$ cat src/rtl/digit_sequencer_pkg.sv
// Shared constants and digit-advance rule for the digit sequencer.
// Latency: n/a (package only).
// Backpressure: n/a.
package digit_sequencer_pkg;

    localparam int DIV_FAST_DEF = 10;
    localparam int DIV_SLOW_DEF = 1000;

    localparam logic [3:0] DEC_MAX = 4'd9;
    localparam logic [3:0] HEX_MAX = 4'd15;

    // io_in bit positions
    localparam int IO_CLK   = 0;
    localparam int IO_RST   = 1;
    localparam int IO_EN    = 2;
    localparam int IO_DIR   = 3;
    localparam int IO_RADIX = 4;
    localparam int IO_INV   = 5;
    localparam int IO_STEP  = 6;
    localparam int IO_RATE  = 7;

    typedef struct packed {
        logic       wrap;
        logic [3:0] digit;
    } adv_t;

    // Next digit for one advance. A decimal digit above 9 (left over from
    // hex mode) wraps to 0 going up, and drops to 9 without a wrap going down.
    function automatic adv_t advance(input logic [3:0] digit,
                                     input logic       up,
                                     input logic       hex);
        adv_t       res;
        logic [3:0] max_d;
        max_d     = hex ? HEX_MAX : DEC_MAX;
        res.wrap  = 1'b0;
        res.digit = digit;
        if (up) begin
            if (digit >= max_d) begin
                res.digit = 4'd0;
                res.wrap  = 1'b1;
            end else begin
                res.digit = digit + 4'd1;
            end
        end else begin
            if (digit == 4'd0) begin
                res.digit = max_d;
                res.wrap  = 1'b1;
            end else if (digit > max_d) begin
                res.digit = DEC_MAX;
            end else begin
                res.digit = digit - 4'd1;
            end
        end
        return res;
    endfunction

endpackage

$ cat src/rtl/tick_prescaler.sv
// Free-running prescaler producing a strobe once per DIV_FAST/DIV_SLOW clocks.
// Latency: o_tick is combinational from the registered count (caller registers it).
// Backpressure: none; the count clears whenever i_en is low.
module tick_prescaler #(
    parameter int DIV_FAST = 10,
    parameter int DIV_SLOW = 1000
) (
    input  logic i_clk,
    input  logic i_rst,
    input  logic i_en,
    input  logic i_fast,
    output logic o_tick
);

    // Count never exceeds DIV_SLOW-1, assuming DIV_FAST <= DIV_SLOW.
    localparam int CW = (DIV_SLOW > 2) ? $clog2(DIV_SLOW) : 1;
    localparam logic [CW-1:0] FAST_LAST = CW'(DIV_FAST - 1);
    localparam logic [CW-1:0] SLOW_LAST = CW'(DIV_SLOW - 1);

    logic [CW-1:0] r_cnt;
    logic [CW-1:0] w_last;

    // ">=" rather than "==" so a switch to a shorter period never stalls.
    assign w_last = i_fast ? FAST_LAST : SLOW_LAST;
    assign o_tick = i_en && (r_cnt >= w_last);

    // Count up while enabled, restart on tick, hold at zero while disabled.
    always_ff @(posedge i_clk) begin
        if (i_rst || !i_en || o_tick) begin
            r_cnt <= '0;
        end else begin
            r_cnt <= r_cnt + 1'b1;
        end
    end

endmodule

$ cat src/rtl/digit_sequencer.sv
// Up/down decimal/hex digit counter advanced by prescaler ticks or a debounced-free step button.
// Latency: all outputs registered; digit/tick/wrap change one clock after the advance is sampled.
// Backpressure: none; coincident tick and step merge into a single advance.
module digit_sequencer
    import digit_sequencer_pkg::*;
#(
    parameter int DIV_FAST = DIV_FAST_DEF,
    parameter int DIV_SLOW = DIV_SLOW_DEF
) (
    input  logic [7:0] io_in,
    output logic [7:0] io_out
);

    logic       w_clk;
    logic       w_rst;
    logic       w_tick;
    logic       w_step;
    logic       w_adv;
    adv_t       w_next;

    logic       r_sync1;
    logic       r_sync2;
    logic       r_step_prev;
    logic [1:0] r_vld;
    logic       r_arm;

    logic [3:0] r_digit;
    logic       r_dp;
    logic       r_inv;
    logic       r_tick;
    logic       r_wrap;

    assign w_clk = io_in[IO_CLK];
    assign w_rst = io_in[IO_RST];

    tick_prescaler #(
        .DIV_FAST (DIV_FAST),
        .DIV_SLOW (DIV_SLOW)
    ) u_prescaler (
        .i_clk  (w_clk),
        .i_rst  (w_rst),
        .i_en   (io_in[IO_EN]),
        .i_fast (io_in[IO_RATE]),
        .o_tick (w_tick)
    );

    // r_arm is only set once the synchronised button has been seen low with
    // post-reset data, so a button held through reset release is not a step.
    assign w_step = r_sync2 & ~r_step_prev & r_arm;
    assign w_adv  = w_tick | w_step;
    assign w_next = advance(r_digit, io_in[IO_DIR], io_in[IO_RADIX]);

    // Two-flop synchroniser, edge-detect history and post-reset arming.
    always_ff @(posedge w_clk) begin
        if (w_rst) begin
            r_sync1     <= 1'b0;
            r_sync2     <= 1'b0;
            r_step_prev <= 1'b0;
            r_vld       <= 2'b00;
            r_arm       <= 1'b0;
        end else begin
            r_sync1     <= io_in[IO_STEP];
            r_sync2     <= r_sync1;
            r_step_prev <= r_sync2;
            r_vld       <= {r_vld[0], 1'b1};
            r_arm       <= r_arm | (r_vld[1] & ~r_sync2);
        end
    end

    // Digit counter and registered outputs; direction/radix matter only when advancing.
    always_ff @(posedge w_clk) begin
        if (w_rst) begin
            r_digit <= 4'd0;
            r_dp    <= 1'b0;
            r_inv   <= 1'b0;
            r_tick  <= 1'b0;
            r_wrap  <= 1'b0;
        end else begin
            r_tick <= w_tick;
            r_inv  <= io_in[IO_INV];
            if (w_adv) begin
                r_digit <= w_next.digit;
                r_wrap  <= w_next.wrap;
                r_dp    <= r_dp ^ w_next.wrap;
            end else begin
                r_wrap  <= 1'b0;
            end
        end
    end

    assign io_out = {r_wrap, r_tick, r_inv, r_dp, r_digit};

endmodule

$ cat config.mk
export PLATFORM = sky130hd
export DESIGN_NAME = digit_sequencer
export DESIGN_NICKNAME = d
export VERILOG_FILES = /design/src/rtl/digit_sequencer_pkg.sv /design/src/rtl/tick_prescaler.sv /design/src/rtl/digit_sequencer.sv
export SDC_FILE = /design/constraint.sdc
export NUM_CORES = 1
export LEC_CHECK = 0
export ABC_AREA = 1
export CAP_MARGIN = 20
export CORE_AREA = 3 3 64 66
export DETAILED_ROUTE_END_ITERATION = 7
export DIE_AREA = 0 0 67 69
export PLACE_DENSITY_LB_ADDON = 0.15
export SLEW_MARGIN = 0
export SYNTH_ARGS = -nofsm -noshare
export SYNTH_HDL_FRONTEND = slang
export SYNTH_SLANG_ARGS = --single-unit
$ cat constraint.sdc
create_clock -name io_in -period 4.2 [get_ports io_in]
set_input_delay 0.84 -clock io_in [delete_from_list [all_inputs] [get_ports io_in]]
set_output_delay 0.84 -clock io_in [all_outputs]
set_load 0.05 [all_outputs]
==> results.sh <==
export IMPL_status="complete, but fails checks"
export IMPL_violations="DRC, hold timing"
export IMPL_cp_max_fo=2
export IMPL_vdd_drop_max_uv=788
export IMPL_cp_slowest_cell="ha_4"
export IMPL_netSwitchingPower_mw=1.24
export IMPL_drive_gt1_share_pct=31.5
export IMPL_setup_viol=0
export IMPL_finalNetCount=298
export IMPL_seqPwrFrac_pct=7.5
export IMPL_final_cells=340
export IMPL_die_area_um2=4620
export IMPL_area_growth_pct=89.7
export IMPL_p_comb_share_pct=0
export IMPL_place_area_um2=1510
export IMPL_syn_cell_area_um2=1400
export IMPL_slew_headroom_pct=66.0
export IMPL_crit_path_cell_trace="clkbuf_8 > clkbuf_8 > inv_1 > ha_4 > nand3_2 > nand2_2 > clkbuf_8 > clkbuf_8 > nand2_1 > clkbuf_8 > clkbuf_8 > nand2_2 > clkbuf_8 > clkbuf_8 > nand2_2 > clkbuf_8 > clkbuf_8 > a21boi_2 > a21oi_2 > nor2_1"
export IMPL_hold_path_class="clock port to register"
export IMPL_drc=56
export IMPL_ys_seq_area_share_pct=34.3
export IMPL_synthTopCellsByArea="dfxtp_1 (34%), nand2_1 (12%), ha_1 (12%), inv_1 (7.2%), nor2_1 (6.2%)"
export IMPL_whs_ps=-156
export IMPL_power_density_nw_per_um2=1270
export IMPL_dp_cells=246
export IMPL_antenna_found_initial=0
export IMPL_wirelength_um=5700
export IMPL_stdcell_area_um2=2660
export IMPL_drt_iter0_markers=313
export IMPL_io_buffers=8
export IMPL_hold_viol_final=2
export IMPL_clock_latency_ps=270
export IMPL_synth_seq_cells=24
export IMPL_fin_ws_ps=112
export IMPL_cts_tree="built"
export IMPL_setup_worst_path_end_class="register"
export IMPL_pre_cts_ws_ps=1020
export IMPL_syn_inst=195
export IMPL_cpPeakStageDelay_ps=160
export IMPL_dieWidth_um=67
export IMPL_start_kind="clock port"
export IMPL_p_sw_share_pct=36.8
export IMPL_cp_common_cell="clkbuf_8"
export IMPL_fin_total_pwr_mw=3.38
export IMPL_ios=16
export IMPL_rsz0062_at_grt="no"
export IMPL_slew_viol_final=0
export IMPL_initial_core_util_pct=38.6
export IMPL_power_leakage_nw=1.27
export IMPL_worstPathRequired_ps=4410
export IMPL_r2r_slack_ps=1730
export IMPL_tightest_slew_ps=508
export IMPL_wl_per_cell_um=16.8
export IMPL_avgViaCountPerCell=5.38
export IMPL_p_int_mw=2.14
export IMPL_dp_hpwl_um=2210
export IMPL_critical_path_class="clock port to register"
export IMPL_clockPowerShare_pct=92.5
export IMPL_grt_max_degree=15
export IMPL_fin_tns_setup_ps=0
export IMPL_yosysTopAreaCell="dfxtp_1"
export IMPL_yosysUniqueCellTypes=25
export IMPL_ant_nets=0
export IMPL_grt_pass1_wl_um=10200
export IMPL_overflow=0
export IMPL_via_count=1828
export IMPL_final_setup_skew_ps=2.77
export IMPL_avgSynthCellArea_um2=7.19
export IMPL_arrival_ps=4300
export IMPL_clk_pin_slew_worst_paths_ps=90
export IMPL_drt_pass1_iterations=8
export IMPL_fp_row_count=22
export IMPL_syn_num_nets=216
export IMPL_synth_top_cell_area_share_pct=34.3
export IMPL_core_um2=3630
export IMPL_ys_warn_count=0
export IMPL_grt_use_total_pct=28.7
export IMPL_grt_pass1_vias=2852
export IMPL_insertedDiodeCount=0
export IMPL_place_congestion=0.872
export IMPL_die_h_um=69
export IMPL_cap_violations=0
==> synthesized netlist by cell type <==
master and n:
nand3_1 17, a21oi_2 1, nand2_2 1, buf_4 4, a21oi_1 13, dfxtp_1 24, nand2_4 2, inv_2 2
nor3_1 2, nor3_2 1, nor3_4 1, nor2_2 1, nand3_2 2, nor2_1 23, nand4_1 3, ha_1 13
or2_0 2, a21boi_0 1, o21ai_0 2, inv_1 27, xor2_1 4, o21ai_1 2, nand2_1 45, clkbuf_1 1
nand3_4 1
==> metal layers <==
metal | global-route usage (%) | wire (µm)
met5 | 12.5 | 37
met4 | 57.4 | 597
met3 | 39.7 | 776
met2 | 21.6 | 2430
met1 | 17.0 | 1860
==> cell type report <==
type / instances / area [µm²]
clock buffer: 78 / 1010
clock inverter: 30 / 158
fill: 256 / 972
inverter: 15 / 56.3
multi-input combinational: 137 / 820
sequential: 24 / 480
tap: 48 / 60.1
timing repair buffer: 8 / 80.1
==> logic make-up after synthesis <==
kind of cell / share of synthesized area, %
buf+inv: 10.2
xor+xnor: 2.50
flops: 34.3
simple gates: 34.3
fa+ha+maj: 11.6
compound gates: 7.23
==> power groups by stage <==
stage | registers, mW | logic (mW) | clock network [mW]
4_1_cts | 0.254 | 0.000000122 | 3.11
6_report | 0.254 | 0.000000122 | 3.13
5_1_grt | 0.254 | 0.000000122 | 3.45
3_5_place_dp | 0.262 | 0.000000122 | 0.604
2_1_floorplan | 0.262 | 0.000000116 | 0.627
3_3_place_gp | 0.262 | 0.000000122 | 0.604
==> flip-flops by register name, indices dropped and copies added, names as in the netlist <==
signal	count
r_arm	1
r_digit	4
r_dp	1
r_inv	1
r_step_prev	1
r_sync1	1
r_sync2	1
r_tick	1
r_vld	2
r_wrap	1
u_prescaler.r_cnt	10
==> worst max-delay path: cells and delay by family <==
family / cells / cell delay, ps
buf+inv: 11 / 1370
fa+ha+maj: 1 / 160
simple gates: 6 / 470
compound gates: 2 / 190
==> per-stage QoR <==
stage               util (%)  hold slack, ps
floorplan                  -            69.1
global placement        41.5            69.1
detailed placement      41.5            69.1
CTS                     72.4            -155
global route            73.2            -140
finish                  73.2            -156
==> path summary, 6_finish.rpt <==
| path | depth (start not counted) | end | startpoint |
|---|---|---|---|
| min reg2reg | 2 | r_sync2$_SDFF_PP0_ | r_sync1$_SDFF_PP0_ |
| max | 20 | r_digit[0]$_SDFFE_PP0P_ | io_in[4] |
| min | 2 | r_sync1$_SDFF_PP0_ | io_in[6] |
| max reg2reg | 17 | r_digit[0]$_SDFFE_PP0P_ | r_digit[2]$_SDFFE_PP0P_ |
==> layout by cell type, fill, tap and decap left out, drive strengths merged <==
cell	n
a21boi	1
a21oi	14
buf	1
bufinv	2
clkbuf	77
clkdlybuf4s50	8
clkinv	1
dfxtp	24
ha	13
inv	42
nand2	48
nand3	20
nand4	3
nor2	24
nor3	4
o21ai	4
or2	2
xor2	4
==> timing repair <==
action / 4_1_cts / 5_1_grt
setup endpoints to repair: 1 / 2
pin swaps: 0 / 4
hold buffers: 0 / 0
buffers inserted: 0 / 1
gates resized for setup: 2 / 8
hold endpoints to repair: 0 / 0
Power figures use the tool's default switching activity.
